`src/rtl/ctrl_pipe_if.sv`:
```
`default_nettype none
// ============================================================================
// Module   : ctrl_pipe_if
// Brief    : Decoded-control bundle between the ID/branch logic and ctrl_pipe.
// Revision : 1.0 - initial release
// ============================================================================
interface ctrl_pipe_if #(
  parameter int CTRL_W     = 8,
  parameter int REG_ADDR_W = 5
);

  // ID stage request
  logic                  id_valid;
  logic [CTRL_W-1:0]     id_ctrl;
  logic [REG_ADDR_W-1:0] id_rd;
  logic [REG_ADDR_W-1:0] id_rs1;
  logic [REG_ADDR_W-1:0] id_rs2;
  logic                  ex_branch_taken;

  // Pipeline control back to IF/ID and per-stage control to the datapath
  logic                  stall;
  logic                  flush;
  logic                  ex_valid;
  logic                  mem_valid;
  logic                  wb_valid;
  logic [CTRL_W-1:0]     ex_ctrl;
  logic [CTRL_W-1:0]     mem_ctrl;
  logic [CTRL_W-1:0]     wb_ctrl;
  logic [REG_ADDR_W-1:0] ex_rd;
  logic [REG_ADDR_W-1:0] mem_rd;
  logic [REG_ADDR_W-1:0] wb_rd;
  logic                  wb_reg_we;

  modport master (
    output id_valid, id_ctrl, id_rd, id_rs1, id_rs2, ex_branch_taken,
    input  stall, flush,
    input  ex_valid, mem_valid, wb_valid,
    input  ex_ctrl, mem_ctrl, wb_ctrl,
    input  ex_rd, mem_rd, wb_rd,
    input  wb_reg_we
  );

  modport slave (
    input  id_valid, id_ctrl, id_rd, id_rs1, id_rs2, ex_branch_taken,
    output stall, flush,
    output ex_valid, mem_valid, wb_valid,
    output ex_ctrl, mem_ctrl, wb_ctrl,
    output ex_rd, mem_rd, wb_rd,
    output wb_reg_we
  );

endinterface
`default_nettype wire

```
`src/rtl/ctrl_pipe.sv`:
```
`default_nettype none
// ============================================================================
// Module   : ctrl_pipe
// Brief    : ID/EX, EX/MEM, MEM/WB control pipeline with load-use stall and
//            taken-branch flush. Optional CTRL_PIPE_PERF_EN adds saturating
//            stall/flush cycle counters.
// Revision : 1.0 - initial release
// ============================================================================
module ctrl_pipe #(
  parameter int CTRL_W     = 8,
  parameter int REG_ADDR_W = 5,
  parameter int CNT_W      = 16
) (
  input  logic           clk,
  input  logic           rst,
  ctrl_pipe_if.slave     bus
`ifdef CTRL_PIPE_PERF_EN
  ,
  output logic [CNT_W-1:0] stall_count,
  output logic [CNT_W-1:0] flush_count
`endif
);

  localparam int c_bit_branch   = 7;
  localparam int c_bit_mem_read = 6;
  localparam int c_bit_reg_we   = 0;

  // --------------------------------------------------------------------------
  // Stage registers
  // --------------------------------------------------------------------------
  logic                  ex_valid_q,  ex_valid_d;
  logic [CTRL_W-1:0]     ex_ctrl_q,   ex_ctrl_d;
  logic [REG_ADDR_W-1:0] ex_rd_q,     ex_rd_d;
  logic                  mem_valid_q, mem_valid_d;
  logic [CTRL_W-1:0]     mem_ctrl_q,  mem_ctrl_d;
  logic [REG_ADDR_W-1:0] mem_rd_q,    mem_rd_d;
  logic                  wb_valid_q,  wb_valid_d;
  logic [CTRL_W-1:0]     wb_ctrl_q,   wb_ctrl_d;
  logic [REG_ADDR_W-1:0] wb_rd_q,     wb_rd_d;

  logic w_hazard;
  logic w_take;
  logic w_bubble;

  // --------------------------------------------------------------------------
  // Hazard and redirect detection
  // --------------------------------------------------------------------------
  // A load in EX cannot forward to the instruction in ID; one bubble lets the
  // load reach MEM, after which the ordinary forwarding paths apply.
  always_comb begin
    w_hazard = ex_valid_q
             & ex_ctrl_q[c_bit_mem_read]
             & (ex_rd_q != '0)
             & bus.id_valid
             & ((ex_rd_q == bus.id_rs1) | (ex_rd_q == bus.id_rs2));
    w_take   = ex_valid_q & ex_ctrl_q[c_bit_branch] & bus.ex_branch_taken;
    w_bubble = w_take | w_hazard | ~bus.id_valid;
  end

  // --------------------------------------------------------------------------
  // Next-state for the pipeline registers
  // --------------------------------------------------------------------------
  always_comb begin
    ex_valid_d = 1'b0;
    ex_ctrl_d  = '0;
    ex_rd_d    = '0;
    // Bubbles are fully zeroed so no memWrite/regWrite can leak downstream.
    if (!w_bubble) begin
      ex_valid_d = 1'b1;
      ex_ctrl_d  = bus.id_ctrl;
      ex_rd_d    = bus.id_rd;
    end

    mem_valid_d = ex_valid_q;
    mem_ctrl_d  = ex_ctrl_q;
    mem_rd_d    = ex_rd_q;

    wb_valid_d  = mem_valid_q;
    wb_ctrl_d   = mem_ctrl_q;
    wb_rd_d     = mem_rd_q;
  end

  always_ff @(posedge clk) begin
    if (rst) begin
      ex_valid_q  <= 1'b0;
      ex_ctrl_q   <= '0;
      ex_rd_q     <= '0;
      mem_valid_q <= 1'b0;
      mem_ctrl_q  <= '0;
      mem_rd_q    <= '0;
      wb_valid_q  <= 1'b0;
      wb_ctrl_q   <= '0;
      wb_rd_q     <= '0;
    end else begin
      ex_valid_q  <= ex_valid_d;
      ex_ctrl_q   <= ex_ctrl_d;
      ex_rd_q     <= ex_rd_d;
      mem_valid_q <= mem_valid_d;
      mem_ctrl_q  <= mem_ctrl_d;
      mem_rd_q    <= mem_rd_d;
      wb_valid_q  <= wb_valid_d;
      wb_ctrl_q   <= wb_ctrl_d;
      wb_rd_q     <= wb_rd_d;
    end
  end

  // --------------------------------------------------------------------------
  // Outputs
  // --------------------------------------------------------------------------
  // Flush wins over stall: the stalled ID instruction is being killed anyway.
  assign bus.flush     = w_take;
  assign bus.stall     = w_hazard & ~w_take;

  assign bus.ex_valid  = ex_valid_q;
  assign bus.ex_ctrl   = ex_ctrl_q;
  assign bus.ex_rd     = ex_rd_q;
  assign bus.mem_valid = mem_valid_q;
  assign bus.mem_ctrl  = mem_ctrl_q;
  assign bus.mem_rd    = mem_rd_q;
  assign bus.wb_valid  = wb_valid_q;
  assign bus.wb_ctrl   = wb_ctrl_q;
  assign bus.wb_rd     = wb_rd_q;
  assign bus.wb_reg_we = wb_valid_q & wb_ctrl_q[c_bit_reg_we] & (wb_rd_q != '0);

`ifdef CTRL_PIPE_PERF_EN
  // --------------------------------------------------------------------------
  // Saturating performance counters
  // --------------------------------------------------------------------------
  logic [CNT_W-1:0] stall_count_q, stall_count_d;
  logic [CNT_W-1:0] flush_count_q, flush_count_d;

  always_comb begin
    stall_count_d = stall_count_q;
    flush_count_d = flush_count_q;
    if (bus.stall && (stall_count_q != '1)) begin
      stall_count_d = stall_count_q + 1'b1;
    end
    if (bus.flush && (flush_count_q != '1)) begin
      flush_count_d = flush_count_q + 1'b1;
    end
  end

  always_ff @(posedge clk) begin
    if (rst) begin
      stall_count_q <= '0;
      flush_count_q <= '0;
    end else begin
      stall_count_q <= stall_count_d;
      flush_count_q <= flush_count_d;
    end
  end

  assign stall_count = stall_count_q;
  assign flush_count = flush_count_q;
`endif

endmodule
`default_nettype wire

```
`src/flat_wrapper.sv`:
```
// flat-port wrapper written by rule: the top's interface ports become plain ports
module ctrl_pipe_flat 
#(
  parameter int CTRL_W     = 8,
  parameter int REG_ADDR_W = 5,
  parameter int CNT_W      = 16
)
  (clk, rst, bus_id_valid, bus_id_ctrl, bus_id_rd, bus_id_rs1, bus_id_rs2, bus_ex_branch_taken, bus_stall, bus_flush, bus_ex_valid, bus_mem_valid, bus_wb_valid, bus_ex_ctrl, bus_mem_ctrl, bus_wb_ctrl, bus_ex_rd, bus_mem_rd, bus_wb_rd, bus_wb_reg_we);
  ctrl_pipe_if #(.CTRL_W(CTRL_W), .REG_ADDR_W(REG_ADDR_W)) bus_i ();
  input  logic clk;
  input  logic rst;
  input wire logic [$bits(bus_i.id_valid)-1:0] bus_id_valid;
  input wire logic [$bits(bus_i.id_ctrl)-1:0] bus_id_ctrl;
  input wire logic [$bits(bus_i.id_rd)-1:0] bus_id_rd;
  input wire logic [$bits(bus_i.id_rs1)-1:0] bus_id_rs1;
  input wire logic [$bits(bus_i.id_rs2)-1:0] bus_id_rs2;
  input wire logic [$bits(bus_i.ex_branch_taken)-1:0] bus_ex_branch_taken;
  output wire logic [$bits(bus_i.stall)-1:0] bus_stall;
  output wire logic [$bits(bus_i.flush)-1:0] bus_flush;
  output wire logic [$bits(bus_i.ex_valid)-1:0] bus_ex_valid;
  output wire logic [$bits(bus_i.mem_valid)-1:0] bus_mem_valid;
  output wire logic [$bits(bus_i.wb_valid)-1:0] bus_wb_valid;
  output wire logic [$bits(bus_i.ex_ctrl)-1:0] bus_ex_ctrl;
  output wire logic [$bits(bus_i.mem_ctrl)-1:0] bus_mem_ctrl;
  output wire logic [$bits(bus_i.wb_ctrl)-1:0] bus_wb_ctrl;
  output wire logic [$bits(bus_i.ex_rd)-1:0] bus_ex_rd;
  output wire logic [$bits(bus_i.mem_rd)-1:0] bus_mem_rd;
  output wire logic [$bits(bus_i.wb_rd)-1:0] bus_wb_rd;
  output wire logic [$bits(bus_i.wb_reg_we)-1:0] bus_wb_reg_we;
  assign bus_i.id_valid = bus_id_valid;
  assign bus_i.id_ctrl = bus_id_ctrl;
  assign bus_i.id_rd = bus_id_rd;
  assign bus_i.id_rs1 = bus_id_rs1;
  assign bus_i.id_rs2 = bus_id_rs2;
  assign bus_i.ex_branch_taken = bus_ex_branch_taken;
  assign bus_stall = bus_i.stall;
  assign bus_flush = bus_i.flush;
  assign bus_ex_valid = bus_i.ex_valid;
  assign bus_mem_valid = bus_i.mem_valid;
  assign bus_wb_valid = bus_i.wb_valid;
  assign bus_ex_ctrl = bus_i.ex_ctrl;
  assign bus_mem_ctrl = bus_i.mem_ctrl;
  assign bus_wb_ctrl = bus_i.wb_ctrl;
  assign bus_ex_rd = bus_i.ex_rd;
  assign bus_mem_rd = bus_i.mem_rd;
  assign bus_wb_rd = bus_i.wb_rd;
  assign bus_wb_reg_we = bus_i.wb_reg_we;
  ctrl_pipe #(.CTRL_W(CTRL_W), .REG_ADDR_W(REG_ADDR_W), .CNT_W(CNT_W)) u_core (.clk(clk), .rst(rst), .bus(bus_i));
endmodule
```
`config.mk`:
```
export PLATFORM = sky130hd
export DESIGN_NAME = ctrl_pipe_flat
export DESIGN_NICKNAME = d
export VERILOG_FILES = /design/src/rtl/ctrl_pipe_if.sv /design/src/rtl/ctrl_pipe.sv /design/src/flat_wrapper.sv
export SDC_FILE = /design/constraint.sdc
export NUM_CORES = 1
export LEC_CHECK = 0
export BUFFER_PORTS_ARGS = -buffer_cell sky130_fd_sc_hd__buf_2
export CAP_MARGIN = 20
export CORE_ASPECT_RATIO = 0.75
export CORE_UTILIZATION = 47
export DETAILED_ROUTE_END_ITERATION = 8
export PLACE_DENSITY = 0.84
export SETUP_SLACK_MARGIN = 0.05
export SYNTH_ARGS = -nofsm -noshare
export SYNTH_HDL_FRONTEND = slang
export SYNTH_SLANG_ARGS = --single-unit
```
`constraint.sdc`:
```
create_clock -name clk -period 4.9 [get_ports clk]
set_clock_uncertainty 0.2 [all_clocks]
set_input_delay 1.47 -clock clk [delete_from_list [all_inputs] [get_ports clk]]
set_output_delay 1.47 -clock clk [all_outputs]
set_load 0.1 [all_outputs]
```
==> impl_results.md <==
- Rel. slew slack: between 40% and 50%
- Critical path required time: 3230 ps
- Via Count: around 1200
- Startpoint types: input port
- Total routed wirelength: about 3000 um
- Crit path largest cell delay: between 400 and 500 ps
- Layout overhead on the synthesized area: 33.9%
- Most frequent cells in the layout: 71 x buf_2, 42 x dfxtp_1, 17 x nand3_1
- Final core occ: 69.3%
- MaxCap Viol Count: 0
- Crit-path cells: buf_2 -> xnor2_1 -> nand3_1 -> o22ai_4 -> and3_2 -> buf_2
- # H-tree levels: 2
- Clock period minus worst slack: ~4400 ps
- Root Buffer: clkbuf_8
- Io pins: between 70 and 80
- First-pass GRT wire length: about 5000 um
- Chip height: 49.4 um
- Routed Antenna Nets: 0
- Hold Crit Class: reg -> reg
- Worst slack at placement: between 500 and 600 ps
- Wire per inst: ~12 um
- Compound-Gate Fraction of Synth Area: between 7 and 8%
- Worst Max-Slew Pin Slew: between 800 and 900 ps
- Worst Hold Slack: between 200 and 300 ps
- Number of clock buffers inserted by TritonCTS: 5
- Placed Area: between 1500 and 2000 um2
- I/O Buffers: about 70
- Main area contributors after synthesis: dfxtp_1 60%, and2b_2 8.1%, nor2b_1 7.1%
- Slowest cell on the critical path: buf_2
- Combinational family with the most area after synthesis: simple AND/OR/NAND/NOR gates
- Clk sinks: 42
- Post-Layout Cell Count: 241
- Grt ovf: 0
- CP endpoint kind: output port
- RSZ-0062 raised after global routing: no
- Multiplexer area fraction after synthesis: 0%
- GRT Util Overall: about a fifth
- Max IR drop VDD: around 0.21 mV
- Post-CTS Setup Bufs: 0
- Reg area: approximately 840 um2
- Post-synthesis adder-cell area fraction: 0%
- Standard-cell rows: 16
- Commonest non-fill, non-tap cell in the layout: buf_2
- Die width: roughly 65 um
- Post-synthesis xor/xnor area fraction: 6.21%
- Synthesized flop and latch total: 42
- Placed cells: 233
- Fillcell total: 231
- Post-Synth Simple-Gate Area: 23.6%
- RR Startpoint: u_core.bus.ex_rd[2]$_SDFF_PP0_
- Hold buffer count at CTS: 0
- Mapped cell area: 1410 um2
- Max frequency: between 0.2 and 0.25 GHz
- Synth cell types: 18
- Syn Area/Cell: ~11 um2
- Share of the synthesized area in the top cell type: 59.6%
- P per Cell Area: 373 nW/um2
- GP Congestion: 0.734
- Sum Neg Setup Slack: 0 ps
- CP Data Arrival Time: between 2000 and 3000 ps
- Outcome: finished clean
- Seq/Total Area, Yosys: around three fifths
- Fin crit share: between 80% and 90%
- Vias in the first global route: ~1100
- PostCTS Resize Cnt: 0
- Crit-path most repeated cell: buf_2
- Initial Util: between 50% and 60%
- DR iter-0 viols: 40
- Fin. max-slew vios: 0
- Antenna diodes: 0
- Leak: 0.973 nW
- Yosys warns: 0
- Mapped Cells: 130
- Tot Pwr: 0.704 mW
- Clock-pin slew on the worst setup and hold paths: 70 ps
- Fin. Hold Viols: 0
- Detailed placement HPWL: approximately 2300 um
- CP Max Fanout: 2
- # DRC: 0
- CORE AREA: ~2700 um2
- Worst Setup Slack, final: 538 ps
- Worst-Skew Late Latency: 280 ps
- Clock Path Buffers: 2
- Net count after synthesis: between 150 and 200
- CP startpoint: bus_id_rs2[0]
- Final setup vio count: 0
- CTS tree: yes
- Via density: between 4 and 5
- Largest area contributor in the netlist: dfxtp_1
- Nets@finish: ~230
- Area of the multi-input gates: around 530 um2
- Initial antenna violation count: 0
- Finished Cell Area: 1890 um2
- Largest net degree at the start of global routing: 30
- Die Area: between 3000 and 4000 um2
- Hold Crit Start: u_core.bus.mem_ctrl[0]$_SDFF_PP0_
- Share of post-route cells with drive strength above 1: roughly 47%
- First-pass detailed-route iteration total: 4
- Crit Path Category: in -> out
## final timing paths
path	to	cells past startpoint	slack (ps)
worst min register to register	u_core.bus.wb_ctrl[0]$_SDFF_PP0_	1	260
worst max register to register	u_core.bus.ex_rd[4]$_SDFF_PP0_	5	3330
worst min-delay path	u_core.bus.wb_ctrl[0]$_SDFF_PP0_	1	260
worst max-delay path	bus_stall	6	540
## worst max-delay path, delay by kind of cell
family          cells  cell delay (ps)
xor+xnor            1              150
buf+inv             2              530
compound gates      1              210
simple gates        2              340
## Yosys cell counts
master,instances
inv_1,1
dfxtp_1,42
nand2_1,3
buf_2,2
o311a_1,1
a21oi_1,14
a21oi_2,1
o22ai_4,1
nor3_1,1
nand3_1,17
nor2b_1,16
and3_2,1
or3_1,1
nor2_1,1
and2b_2,13
clkbuf_1,4
xnor2_1,10
buf_6,1
## cell type report
cell class              instances  area share [%]
inverters                       1           0.199
multi-input cells              80            28.0
clock inverters                 1           0.265
clock buffers                   7            4.57
flip-flops and latches         42            44.5
repair buffers                 74            20.0
well taps                      36            2.39
## sequential cells by signal (all words and copies together) (netlist names)
register and flops:
u_core.bus.mem_rd 5, u_core.bus.mem_ctrl 8, u_core.bus.ex_valid 1, u_core.bus.ex_rd 5, u_core.bus.ex_ctrl 8, u_core.bus.wb_ctrl 8, u_core.bus.mem_valid 1, u_core.bus.wb_rd 5
u_core.bus.wb_valid 1
## routing by layer
metal | GRT usage [%] | wire, um | vias to the layer above | share of wire [%]
met5 | 0 | 0 | - | 0
li1 | - | - | 576 | -
met3 | 6.07 | 226 | 7 | 7.6
met4 | 9.78 | 61 | 0 | 2.1
met1 | 24.7 | 1260 | 519 | 43
met2 | 34.5 | 1410 | 48 | 48
## cell families after synthesis
family / after synthesis
AND/OR/NAND/NOR: 53
XOR/XNOR: 10
flip-flops: 42
buffers and inverters: 8
AO/OA/AOI/OAI: 17
## where the power goes
group | internal (mW) | total (mW) | switching, mW
clock | 0.114 | 0.221 | 0.107
combinational | 0.0285 | 0.125 | 0.0965
sequential | 0.351 | 0.358 | 0.00650
No activity file was read; power rests on OpenSTA's default activity.
